[src/rtl/spi_tx_pkg.sv]
// Shared types and defaults for the SPI transmit scheduler: FSM states,
// transmit source encoding and the priority pick between pending results.
package spi_tx_pkg;

  typedef enum logic [1:0] {
    SELECT = 2'd0,
    LOAD   = 2'd1,
    ARMED  = 2'd2,
    DONE   = 2'd3
  } state_t;

  typedef enum logic [1:0] {
    SRC_IDLE  = 2'd0,
    SRC_DIGIT = 2'd1,
    SRC_COST  = 2'd2
  } tx_src_t;

  localparam logic [7:0] CMD_COST_DEF  = 8'h01;
  localparam logic [7:0] IDLE_BYTE_DEF = 8'hFF;

  // Cost results outrank digits; with nothing pending the filler is sent.
  function automatic tx_src_t pick_src(input logic cost_pending, input logic digit_pending);
    tx_src_t s;
    if (cost_pending) begin
      s = SRC_COST;
    end else if (digit_pending) begin
      s = SRC_DIGIT;
    end else begin
      s = SRC_IDLE;
    end
    return s;
  endfunction

endpackage

[src/rtl/spi_tx_scheduler_sync_edge.sv]
// Multi-flop synchronizer for one asynchronous pad input, with rise/fall
// pulses derived from the synchronized level.
module spi_sync_edge
  import spi_tx_pkg::*;
#(
  parameter int   SYNC_STAGES = 2,
  parameter logic RESET_VAL   = 1'b0
) (
  input  logic clk,
  input  logic rst,
  input  logic din,
  output logic level,
  output logic rise,
  output logic fall
);

  logic [SYNC_STAGES-1:0] sync_r;
  logic                   prev_r;

  // Synchronizer chain plus one history flop; the history flop resets to the
  // same idle level so no spurious edge follows reset.
  always_ff @(posedge clk or posedge rst) begin
    if (rst) begin
      sync_r <= {SYNC_STAGES{RESET_VAL}};
      prev_r <= RESET_VAL;
    end else begin
      sync_r <= {sync_r[SYNC_STAGES-2:0], din};
      prev_r <= sync_r[SYNC_STAGES-1];
    end
  end

  assign level = sync_r[SYNC_STAGES-1];
  assign rise  = level & ~prev_r;
  assign fall  = ~level & prev_r;

endmodule

[src/rtl/spi_tx_scheduler.sv]
// Sequences the SPI output shift register: picks cost/digit/filler bytes,
// frames each byte from the synchronized SCK/SS and tracks pending results.
module spi_tx_scheduler
  import spi_tx_pkg::*;
#(
  parameter int         SYNC_STAGES = 2,
  parameter int         BYTE_BITS   = 8,
  parameter logic [7:0] IDLE_BYTE   = IDLE_BYTE_DEF,
  parameter logic [7:0] CMD_COST    = CMD_COST_DEF
) (
  input  logic       clk,
  input  logic       rst,
  input  logic       sck,
  input  logic       ss_n,
  input  logic       cmd_valid,
  input  logic [7:0] cmd,
  input  logic       network_done,
  input  logic [3:0] detected_digit,
  input  logic       cost_ready,
  input  logic [7:0] cost_output,
  output logic       cost_req,
  output logic       load_en,
  output logic [7:0] tx_byte,
  output logic       shift_en,
  output logic       byte_sent,
  output logic       frame_abort,
  output logic       digit_overrun
);

  localparam int               CNT_W    = $clog2(BYTE_BITS) + 1;
  localparam logic [CNT_W-1:0] LAST_CNT = CNT_W'(BYTE_BITS);

  logic sck_level, sck_rise, sck_fall;
  logic ss_level, ss_rise, ss_fall;

  spi_sync_edge #(.SYNC_STAGES(SYNC_STAGES), .RESET_VAL(1'b0)) u_sync_sck (
    .clk(clk), .rst(rst), .din(sck), .level(sck_level), .rise(sck_rise), .fall(sck_fall)
  );

  spi_sync_edge #(.SYNC_STAGES(SYNC_STAGES), .RESET_VAL(1'b1)) u_sync_ss (
    .clk(clk), .rst(rst), .din(ss_n), .level(ss_level), .rise(ss_rise), .fall(ss_fall)
  );

  // Only falling SCK and rising SS edges matter for this protocol.
  logic unused_edges;
  assign unused_edges = &{1'b0, sck_level, sck_rise, ss_fall};

  state_t           state_r, state_next_s;
  tx_src_t          src_r, src_next_s;
  logic [CNT_W-1:0] bit_cnt_r, bit_cnt_next_s;
  logic [7:0]       tx_byte_r, tx_byte_next_s;
  logic             load_en_s, shift_en_s, byte_sent_s, frame_abort_s;

  logic       digit_pending_r, cost_pending_r, cost_wait_r, overrun_r;
  logic [3:0] digit_q_r;
  logic [7:0] cost_q_r;
  logic       cost_req_s, clr_digit_s, clr_cost_s, cost_take_s;

  function automatic logic [7:0] src_byte(input tx_src_t s, input logic [7:0] c,
                                          input logic [3:0] d);
    logic [7:0] b;
    case (s)
      SRC_COST:  b = c;
      SRC_DIGIT: b = {4'h0, d};
      default:   b = IDLE_BYTE;
    endcase
    return b;
  endfunction

  // FSM state and transmit datapath registers.
  always_ff @(posedge clk or posedge rst) begin
    if (rst) begin
      state_r   <= SELECT;
      src_r     <= SRC_IDLE;
      bit_cnt_r <= {CNT_W{1'b0}};
      tx_byte_r <= IDLE_BYTE;
    end else begin
      state_r   <= state_next_s;
      src_r     <= src_next_s;
      bit_cnt_r <= bit_cnt_next_s;
      tx_byte_r <= tx_byte_next_s;
    end
  end

  // Next-state and strobe decode.
  always_comb begin
    state_next_s   = state_r;
    src_next_s     = src_r;
    bit_cnt_next_s = bit_cnt_r;
    tx_byte_next_s = tx_byte_r;
    load_en_s      = 1'b0;
    shift_en_s     = 1'b0;
    byte_sent_s    = 1'b0;
    frame_abort_s  = 1'b0;
    case (state_r)
      SELECT: begin
        src_next_s     = pick_src(cost_pending_r, digit_pending_r);
        tx_byte_next_s = src_byte(src_next_s, cost_q_r, digit_q_r);
        state_next_s   = LOAD;
      end
      LOAD: begin
        load_en_s      = 1'b1;
        bit_cnt_next_s = {CNT_W{1'b0}};
        state_next_s   = ARMED;
      end
      ARMED: begin
        shift_en_s = sck_fall & ~ss_level;
        if (shift_en_s) begin
          bit_cnt_next_s = bit_cnt_r + CNT_W'(1);
          if ((bit_cnt_r + CNT_W'(1)) == LAST_CNT) begin
            state_next_s = DONE;
          end else begin
            state_next_s = ARMED;
          end
        end else if (ss_rise && (bit_cnt_r != {CNT_W{1'b0}})) begin
          // Master gave up mid-byte: keep pending results and resend.
          frame_abort_s  = 1'b1;
          bit_cnt_next_s = {CNT_W{1'b0}};
          state_next_s   = SELECT;
        end else if ((bit_cnt_r == {CNT_W{1'b0}}) && ss_level && (src_r == SRC_IDLE) &&
                     (cost_pending_r || digit_pending_r)) begin
          state_next_s = SELECT;
        end else begin
          state_next_s = ARMED;
        end
      end
      DONE: begin
        byte_sent_s  = 1'b1;
        state_next_s = SELECT;
      end
      default: begin
        state_next_s = SELECT;
      end
    endcase
  end

  assign clr_digit_s = (state_r == DONE) && (src_r == SRC_DIGIT);
  assign clr_cost_s  = (state_r == DONE) && (src_r == SRC_COST);
  assign cost_req_s  = cmd_valid && (cmd == CMD_COST) && !cost_wait_r && !cost_pending_r;
  assign cost_take_s = cost_ready && cost_wait_r;

  // Pending result bookkeeping; a set always beats a same-cycle clear.
  always_ff @(posedge clk or posedge rst) begin
    if (rst) begin
      digit_pending_r <= 1'b0;
      digit_q_r       <= 4'h0;
      overrun_r       <= 1'b0;
      cost_wait_r     <= 1'b0;
      cost_pending_r  <= 1'b0;
      cost_q_r        <= 8'h00;
    end else begin
      if (network_done) begin
        digit_pending_r <= 1'b1;
        digit_q_r       <= detected_digit;
        if (digit_pending_r && !clr_digit_s) begin
          overrun_r <= 1'b1;
        end
      end else if (clr_digit_s) begin
        digit_pending_r <= 1'b0;
      end

      if (cost_req_s) begin
        cost_wait_r <= 1'b1;
      end else if (cost_take_s) begin
        cost_wait_r <= 1'b0;
      end

      if (cost_take_s) begin
        cost_pending_r <= 1'b1;
        cost_q_r       <= cost_output;
      end else if (clr_cost_s) begin
        cost_pending_r <= 1'b0;
      end
    end
  end

  assign cost_req      = cost_req_s;
  assign load_en       = load_en_s;
  assign tx_byte       = tx_byte_r;
  assign shift_en      = shift_en_s;
  assign byte_sent     = byte_sent_s;
  assign frame_abort   = frame_abort_s;
  assign digit_overrun = overrun_r;

endmodule

[config.mk]
export PLATFORM = sky130hd
export DESIGN_NAME = spi_tx_scheduler
export DESIGN_NICKNAME = d
export VERILOG_FILES = /design/src/rtl/spi_tx_pkg.sv /design/src/rtl/spi_tx_scheduler_sync_edge.sv /design/src/rtl/spi_tx_scheduler.sv
export SDC_FILE = /design/constraint.sdc
export NUM_CORES = 1
export LEC_CHECK = 0
export BUFFER_PORTS_ARGS = -buffer_cell sky130_fd_sc_hd__buf_4
export CAP_MARGIN = 20
export CORE_ASPECT_RATIO = 1.75
export CORE_MARGIN = 3
export CORE_UTILIZATION = 38
export DETAILED_ROUTE_END_ITERATION = 7
export PLACE_DENSITY = 0.67
export SYNTH_ARGS = -nofsm -noshare
export SYNTH_HDL_FRONTEND = slang
export SYNTH_SLANG_ARGS = --single-unit
export TNS_END_PERCENT = 50
[constraint.sdc]
create_clock -name clk -period 2.05 [get_ports clk]
set_input_delay 0.41 -clock clk [delete_from_list [all_inputs] [get_ports clk]]
set_output_delay 0.41 -clock clk [all_outputs]
set_load 0.005 [all_outputs]
==> impl_results.md, run 1 <==
* Run status: complete, no violations
* Commonest non-fill, non-tap cell in the layout: buf_4
* Post-synthesis sequential area ratio at between 50% and 60%
* Layout Cells excl Fill at 233
* Setup Crit Path Kind: flip-flop to output port
* Post-Route Setup TNS at 0 ps
* Fill cell count at between 300 and 400
* Area growth, synth to finish at 30.6%
* Fin nets at around 210
* Fin crit share at approximately 95%
* Top cell type by total area after synthesis: dfrtp_1
* Setup Buffers After CTS at 0
* Worst-Margin Slew at around 470 ps
* DR vias/cell at 5.18
* Root buf cell: clkbuf_8
* Net Count, Synth at about 170
* Dpl cells at 225
* Inserted Diodes at 0
* GRT Overall Usage at between 10% and 20%
* Fmax at approximately 0.51 GHz
* Clock latency on the worst-skew pair at around 280 ps
* Hold Vio Cnt, Final at 0
* Post-route minimum period at between 1500 and 2000 ps
* Drt drc at 0
* Peak VDD IR at between 0.7 and 0.8 mV
* Synth cell types at 35
* Vias in the first global route at approximately 1.3k
* Post-Syn Area at 1650 um2
* Antenna Nets Post-Route at 0
* Cell Rows at 31
* Critical path capture point type: output port
* GRT Residual Overflow at 0
* Share of cells above drive strength 1 at ~42%
* Yosys warns at 0
* Final HPWL DP at 2570 um
* Die area at between 5000 and 6000 um2
* Synth Register Bits at 38
* PortBufs at 40
* GP Congestion at a little under 0.7
* CP Max Fanout at 5
* Placeable Area at just over 4000 um2
* Clk sinks at 38
* Height of the die at ~93 um
* Avg Cell Area, Syn at ~12 um2
* Worst clock skew at 6.30 ps
* Max Cap Viol at 0
* CTS H-tree depth at 2
* Clock slew at reported path FFs at ~70 ps
* Async SR Flop Fraction at 100%
* Min-Delay Path Class: primary input to async pin
* RSZ-0062 raised after global routing: false
* Initial Utilization at a little under 40%
* Routed Wire Length at roughly 3400 um
* Pwr Density at around 1200 nW/um2
* First-pass GRT wire length at roughly 5700 um
* Initial DRC Count at 23
* CTS Buf Count at 5
* Top cells by area, synth: dfrtp_1, dfstp_2, mux2_2
* Number of flops mapped to enable cells by yosys at 0
* Syn Inst Count at between 100 and 150
* Via Count at around 1.2k
* CP startpoint kind: flip-flop
* CTS tree: built
* # setup viols final at 0
* Number of top-level pins at 41
* Detailed Routing Iterations Pass 1 at 4
* Slew Limit Headroom at 68.0%
* Commonest non-fill, non-tap cells in the layout: buf_4, dfrtp_1, o21ai_0
* Post-DR wirelength/cell at between 10 and 15 um
* Required time worst endpoint at ~1600 ps
* Synth top area share at 40.9%
* Clock tree buffer depth at 2
* Largest net degree at the start of global routing at 39
* Die width at around 56 um
* CP Data Arrival Time at around 1500 ps
* Max-slew violation count at 0
* Initial antenna violation count at 0
* LEAKAGE at ~0.0010 uW
* Main synth FF type: dfrtp_1
-- cell usage after synthesis, types with 3 or more instances --
cell      instances
nor2_1            5
a221oi_1          3
dfrtp_1          27
mux2_2           12
a21oi_1           4
o21ai_0          13
nand2_1           9
nand2b_1          5
inv_1            12
dfstp_2          11
a21o_1            5
ha_1              3
o31ai_1           3
-- path summary, 6_finish.rpt --
kind                       cells past startpoint                 from                    to  slack [ps]
hold reg to reg                                0  u_sync_ss.sync_r[0]   u_sync_ss.sync_r[1]         360
min in group clk                               1                  sck  u_sync_sck.sync_r[0]         230
hold / removal                                 3                  rst          digit_q_r[0]         230
setup / recovery                               5         bit_cnt_r[1]           frame_abort         100
max in group asynchronous                      3                  rst            tx_byte[3]        1470
setup reg to reg                               5         bit_cnt_r[1]          bit_cnt_r[0]         430
-- worst max-delay path, cell delays in order (launching register included) --
cell	delay, ps
dfrtp_1	430
inv_1	70
ha_1	160
nor3b_2	170
nor4_1	260
buf_4	170
-- through the flow --
stage	utilization, %	power, uW	hold slack [ps]	instance area [um2]	setup slack [ps]
3_5_place_dp	48.4	1800	349	2010	326
2_1_floorplan	-	1510	331	1650	591
3_3_place_gp	48.4	1760	339	2010	401
5_1_grt	51.9	2710	219	2160	5.68
6_report	51.9	2560	230	2160	101
4_1_cts	51.8	2590	222	2150	18.4
-- where the power goes --
part           total, uW  switching [uW]  internal, uW
Sequential          1110             161           954
Clock                773             254           519
Combinational        668             326           342
-- final cells by class --
type,instances,area (um2),area share (%)
inverter,12,45.0,2.09
clock inverter,2,60.1,2.79
sequential,38,966,44.8
multi-input combinational,85,633,29.4
clock buffer,6,82.6,3.83
timing repair buffer,41,308,14.3
tap,49,61.3,2.84
-- cell families (layout without fill, tap and decap cells) --
| group | Yosys count | after routing | synth area share, % |
|---|---|---|---|
| xor gates and xnor gates | 2 | 2 | 1.06 |
| AOI/OAI and AO/OA | 33 | 33 | 13.3 |
| DFF | 38 | 38 | 58.5 |
| buffers and inverters | 15 | 61 | 3.49 |
| muxes | 12 | 12 | 8.19 |
| adders and majority gates | 3 | 3 | 2.27 |
| and+or+nand+nor | 35 | 35 | 13.2 |
-- what timing repair did --
action | 4_1_cts | 5_1_grt
hold buffers | 0 | 0
hold endpoints to repair | 0 | 0
setup endpoints to repair | 0 | 1
resized for setup | 0 | 2
-- sequential cells by signal, indices dropped and copies added, names as in the netlist, 2 cells and up --
| register | flops |
|---|---|
| cost_q_r | 8 |
| src_r | 2 |
| bit_cnt_r | 4 |
| u_sync_ss.sync_r | 2 |
| tx_byte | 8 |
| state_r | 2 |
| u_sync_sck.sync_r | 2 |
| digit_q_r | 4 |
-- metal layers --
metal  vias up  part of all wire [%]  global-route usage, %
li1        576                     -                      -
met3         6                   3.8                   2.90
met5         -                     0                      0
met2        24                    55                   24.9
met4         0                   2.1                   6.53
met1       600                    39                   14.9
(Power assumes the default switching activity.)
==> inputs of run 2 (changes only) <==
--- a/config.mk
+++ b/config.mk
@@ -7,11 +7,13 @@
 export LEC_CHECK = 0
 export BUFFER_PORTS_ARGS = -buffer_cell sky130_fd_sc_hd__buf_4
 export CAP_MARGIN = 20
+export CELL_PAD_IN_SITES_DETAIL_PLACEMENT = 1
+export CELL_PAD_IN_SITES_GLOBAL_PLACEMENT = 1
 export CORE_ASPECT_RATIO = 1.75
 export CORE_MARGIN = 3
 export CORE_UTILIZATION = 38
 export DETAILED_ROUTE_END_ITERATION = 7
-export PLACE_DENSITY = 0.67
+export PLACE_DENSITY = 0.8
 export SYNTH_ARGS = -nofsm -noshare
 export SYNTH_HDL_FRONTEND = slang
 export SYNTH_SLANG_ARGS = --single-unit
==> constraint.sdc (replaced) <==
create_clock -name clk -period 1.85 [get_ports clk]
set_input_delay 0.37 -clock clk [delete_from_list [all_inputs] [get_ports clk]]
set_output_delay 0.37 -clock clk [all_outputs]
set_load 0.005 [all_outputs]
==> impl_results.md, run 2 (synthesized netlist as in run 1, its figures left out) <==
* Fin crit share at between 90% and 100%
* Pwr Density at 1230 nW/um2 (was 1190 nW/um2)
* Height of the die at 93.2 um (unchanged)
* Post-route minimum period at around 1800 ps
* CP Buf/Inv Count at 2 (unchanged)
* # setup viols final at 0 (unchanged)
* CP Max Fanout at 4 (was 5)
* Placed inst area at 2010 um2 (about the same)
* Max Cap Viol at 0 (unchanged)
* PnR worst setup slack at 70.4 ps (was 101 ps)
* Number of top-level pins at 41 (unchanged)
* Worst-Margin Slew at 484 ps (was 474 ps)
* CP Data Arrival Time at 1410 ps (was 1540 ps)
* Antenna Nets Post-Route at 0 (unchanged)
* Area growth, synth to finish at 31.1% (was 30.6%)
* Detailed Routing Iterations Pass 1 at 4 (unchanged)
* Slew Limit Headroom at 67.4% (was 68.0%)
* Peak VDD IR at 0.721 mV (was 0.717 mV)
* Commonest non-fill, non-tap cells in the layout: buf_4, dfrtp_1, o21ai_0 (unchanged)
* Layout Cells excl Fill at 238 (was 233)
* Post-DR wirelength/cell at 16.7 um (was 14.4 um)
* Inserted Diodes at 0 (unchanged)
* Initial antenna violation count at 0 (unchanged)
* First-pass GRT wire length at 6560 um (was 5660 um)
* CP max-delay cell: dfrtp_1 (unchanged)
* Max-slew violation count at 0 (unchanged)
* Min-Delay Path Class: primary input to flip-flop (was primary input to async pin)
* Hold Vio Cnt, Final at 0 (unchanged)
* Dpl cells at 226 (was 225)
* DR vias/cell at 5.42 (was 5.18)
* Vias in the first global route at 1447 (was 1255)
* Final HPWL DP at 2940 um (was 2570 um)
* Routed Wire Length at 3970 um (was 3350 um)
* Final core occ at 52.1% (was 51.9%)
* PortBufs at 40 (unchanged)
* Cell Rows at 31 (unchanged)
* LEAKAGE at 0.00103 uW (was 0.00101 uW)
* Die area at 5200 um2 (unchanged)
* Run status: complete, no violations (unchanged)
* Family with the most delay on the worst path: simple AND/OR/NAND/NOR gates (unchanged)
* Required time worst endpoint at 1480 ps (was 1640 ps)
* CTS H-tree depth at 2 (unchanged)
* Crit path largest cell delay at 370 ps (was 430 ps)
* GRT Residual Overflow at 0 (unchanged)
* Setup Crit Path Kind: flip-flop to output port (unchanged)
* Critical path capture point type: output port (unchanged)
* Largest net degree at the start of global routing at 39 (unchanged)
* Clock tree buffer depth at 2 (unchanged)
* Initial Utilization at 39.8% (unchanged)
* GRT Overall Usage at 16.3% (was 13.7%)
* Pre-CTS setup slack at 146 ps (was 326 ps)
* RSZ-0062 raised after global routing: true (was false)
* GP Congestion at 0.675 (was 0.691)
* Crit path cell chain: inv_1 > ha_2 > nor3b_4 > nor4_2 > buf_4 (was inv_1 > ha_1 > nor3b_2 > nor4_1 > buf_4)
* Share of cells above drive strength 1 at 44.4% (was 42.4%)
* Clk sinks at 38 (unchanged)
* Root buf cell: clkbuf_8 (unchanged)
* Commonest non-fill, non-tap cell in the layout: buf_4 (unchanged)
* Initial DRC Count at 17 (was 23)
* Post-route cell area at 2160 um2 (about the same)
* Placeable Area at 4150 um2 (unchanged)
* Clock latency on the worst-skew pair at 280 ps (about the same)
* Worst clock skew at 3.47 ps (was 6.30 ps)
* CP startpoint kind: flip-flop (unchanged)
* Fin nets at 218 (was 213)
* Clock slew at reported path FFs at 70 ps (about the same)
* CTS Buf Count at 5 (unchanged)
* CTS tree: built (unchanged)
* Fmax at 0.562 GHz
* Drt drc at 0 (unchanged)
* Via Count at 1291 (was 1206)
* Total power draw at 2670 uW (was 2560 uW)
* Die width at 55.8 um (unchanged)
run 2: changes by cell type in the layout (fill, tap and decap cells not counted), sizes merged:
cell    delta
clkbuf     +1
buf        +5
clkinv     +1
bufinv     -2
run 2: where the power goes:
| group | total (uW) | switching (uW) | internal [uW] |
|---|---|---|---|
| registers | 1190 | 137 | 1060 |
| logic | 908 | 459 | 449 |
| clock network | 568 | 268 | 300 |
run 2: worst register-to-register path, cell delays in order, from the launching register on:
cell and delay [ps]:
dfrtp_1 370, inv_1 50, ha_2 170, nor3b_4 160, o41ai_2 480, o21ai_0 180
run 2: repair_timing:
action | 4_1_cts | 5_1_grt
setup endpoints to repair | 1 | 2
buffers inserted | 3 | 1
gates resized for setup | 3 | 2
pin swaps | 1 | 1
gates cloned | 0 | 0
hold buffers | 0 | 0
run 2: stage by stage:
step	setup TNS (ps)	hold slack [ps]
after floorplan	0	331
after global placement	0	347
after detailed placement	0	348
after CTS	0	176
after global routing	-31.6	174
final	0	188
run 2: cell type report:
cell class	count	area (um2)
Clock buffer	7	86.3
Fill cell	462	1990
Timing Repair Buffer	46	345
Clock inverter	1	5.00
Multi-Input combinational cell	85	656
Sequential cell	38	965
Inverter	12	45.0
Tap cell	49	61.3
run 2: path summary, 6_finish.rpt:
check / from / end / slack [ps] / cells after the start
hold / removal: ss_n / u_sync_ss.sync_r[0] / 190 / 1
max in group asynchronous: rst / u_sync_ss.prev_r / 1290 / 3
setup reg to reg: bit_cnt_r[0] / bit_cnt_r[0] / 300 / 5
setup / recovery: bit_cnt_r[0] / frame_abort / 70 / 5
min in group asynchronous: rst / u_sync_sck.sync_r[0] / 210 / 3
hold reg to reg: u_sync_ss.sync_r[0] / u_sync_ss.sync_r[1] / 360 / 0
run 2: routing by layer:
metal / part of all wire [%] / track usage (%) / vias to the layer above
li1: - / - / 591
met1: 35 / 16.5 / 658
met2: 59 / 31.5 / 36
met3: 3.8 / 3.59 / 6
met4: 1.7 / 6.53 / 0
met5: 0 / 0 / -
==> inputs of run 3 (changes only) <==
==> constraint.sdc (replaced) <==
create_clock -name clk -period 2.24 [get_ports clk]
set_input_delay 0.448 -clock clk [delete_from_list [all_inputs] [get_ports clk]]
set_output_delay 0.448 -clock clk [all_outputs]
set_load 0.005 [all_outputs]
==> impl_results.md, run 3 (synthesized netlist as in run 1, its figures left out) <==
* Crit path largest cell delay at 440 ps (was 370 ps)
* CTS tree: built (unchanged)
* Fill cell count at 458 (was 462)
* Share of cells above drive strength 1 at 40.2% (was 44.4%)
* RSZ-0062 raised after global routing: false (was true)
* PortBufs at 40 (unchanged)
* Final HPWL DP at 2880 um (was 2940 um)
* Post-route minimum period at about 2100 ps
* Worst-Margin Slew at 487 ps (was 484 ps)
* Fmax at roughly 0.48 GHz
* CP max-delay cell: dfrtp_1 (unchanged)
* Inserted Diodes at 0 (unchanged)
* Run status: complete, no violations (unchanged)
* LEAKAGE at 0.000993 uW (was 0.00103 uW)
* Max Cap Viol at 0 (unchanged)
* Largest net degree at the start of global routing at 39 (unchanged)
* Switching Share at 31.4% (was 32.3%)
* Min-Delay Path Class: primary input to async pin (was primary input to flip-flop)
* Fin nets at 213 (was 218)
* Worst clock skew at 4.47 ps (was 3.47 ps)
* Fin crit share at 93.1%
* Initial Utilization at 39.8% (unchanged)
* CP Max Fanout at 6 (was 4)
* Post-DR wirelength/cell at 16.3 um (was 16.7 um)
* Beginning of the critical path: bit_cnt_r[0] (unchanged)
* Final core occ at 50.9% (was 52.1%)
* Hold-fix buffers at CTS at 0 (unchanged)
* Clock tree buffer depth at 2 (unchanged)
* # setup viols final at 0 (unchanged)
* CTS Buf Count at 5 (unchanged)
* Cell Rows at 31 (unchanged)
* DR vias/cell at 5.33 (was 5.42)
* Commonest non-fill, non-tap cells in the layout: buf_4, dfrtp_1, o21ai_0 (unchanged)
* Pre-CTS setup slack at 453 ps (was 146 ps)
* Routed Wire Length at 3790 um (was 3970 um)
* Hold Vio Cnt, Final at 0 (unchanged)
* Internal power at 1520 uW (was 1810 uW)
* GRT Residual Overflow at 0 (unchanged)
* Detailed Routing Iterations Pass 1 at 4 (unchanged)
* Max-slew violation count at 0 (unchanged)
* CP startpoint kind: flip-flop (unchanged)
* M1 WL at 1420 um (was 1390 um)
* Root buf cell: clkbuf_8 (unchanged)
* Post-Route Setup TNS at 0 ps (unchanged)
* Placeable Area at 4150 um2 (unchanged)
* Total length of routed met2 wires at 2190 um (was 2360 um)
* CP Data Arrival Time at 1640 ps (was 1410 ps)
* Setup Buffers After CTS at 0 (was 3)
* Number of top-level pins at 41 (unchanged)
* Worst Reg2Reg Path Length in Cells at 5 (unchanged)
* Reg2reg start: bit_cnt_r[0] (unchanged)
* GP Congestion at 0.714 (was 0.675)
* Initial DRC Count at 36 (was 17)
* Area growth, synth to finish at 28.1% (was 31.1%)
* Slew Limit Headroom at 67.2% (was 67.4%)
* Metal3 WL at 158 um (was 151 um)
* Clock latency on the worst-skew pair at 280 ps (about the same)
* Logic pwr share at 28.5% (was 34.0%)
* Crit path cell chain: inv_1 > ha_1 > nor3b_1 > nor4_1 > buf_4 (was inv_1 > ha_2 > nor3b_4 > nor4_2 > buf_4)
* Vias in the first global route at 1428 (was 1447)
* CTS H-tree depth at 2 (unchanged)
* Highest metal used: met4 (unchanged)
* Clock slew at reported path FFs at 70 ps (about the same)
* Antenna Nets Post-Route at 0 (unchanged)
* Commonest non-fill, non-tap cell in the layout: buf_4 (unchanged)
* PnR worst setup slack at 155 ps (was 70.4 ps)
* Pwr Density at 1050 nW/um2 (was 1230 nW/um2)
* Drt drc at 0 (unchanged)
* Die width at 55.8 um (unchanged)
* Seq pwr share at 46.2% (was 44.7%)
* Critical path capture point type: output port (unchanged)
* Required time worst endpoint at 1790 ps (was 1480 ps)
* Height of the die at 93.2 um (unchanged)
* Switching Power at 696 uW (was 863 uW)
* Initial antenna violation count at 0 (unchanged)
* Die area at 5200 um2 (unchanged)
* Setup Crit Path Kind: flip-flop to output port (unchanged)
* Power share of the clock group at 25.3% (was 21.3%)
* First-pass GRT wire length at 6580 um (was 6560 um)
* Clk sinks at 38 (unchanged)
* Peak VDD IR at 0.517 mV (was 0.721 mV)
* Via Count at 1242 (was 1291)
* GRT Overall Usage at 16.1% (was 16.3%)
* Post-CTS Resized at 0 (was 3)
run 3: path summary, 6_finish.rpt:
path	end	slack (ps)
max reg2reg	bit_cnt_r[0]	550
min in group clk	u_sync_sck.sync_r[0]	270
max in group asynchronous	tx_byte[1]	1620
min reg2reg	u_sync_ss.sync_r[1]	350
max	frame_abort	150
min	bit_cnt_r[2]	270
run 3: cell type report:
type | count | area (um2) | area share (%)
clock buffer | 7 | 76.3 | 3.61
clock inverter | 1 | 30.0 | 1.42
inverter | 12 | 45.0 | 2.13
multi-input combinational | 85 | 628 | 29.7
sequential | 38 | 965 | 45.6
tap | 49 | 61.3 | 2.90
timing repair buffer | 41 | 308 | 14.6
run 3: per-layer routing:
layer	up-vias	track usage, %
met2	27	31.8
li1	575	-
met5	-	0
met1	636	16.1
met3	4	4.14
met4	0	4.95
run 3: metrics by stage:
step                cells  instance area, um2  hold slack (ps)  power, uW
floorplan             138                1650              331       1380
detailed placement    225                2010              348       1670
CTS                   233                2110              260       2250
global placement      225                2010              346       1610
finish                233                2110              270       2210
global route          233                2110              255       2380
run 3: power groups by stage:
stage / sequential, uW / combinational, uW / clock, uW
finish: 1020 / 631 / 560
global route: 1050 / 724 / 610
CTS: 1030 / 642 / 583
detailed placement: 1040 / 635 / 0
global placement: 1020 / 594 / 0
floorplan: 978 / 406 / 0
run 3: worst max-delay path, delay by kind of cell (launching register included):
kind,cells,cell delay [ps]
buffers and inverters,2,240
DFF,1,440
adders and majority gates,1,150
and+or+nand+nor,2,530
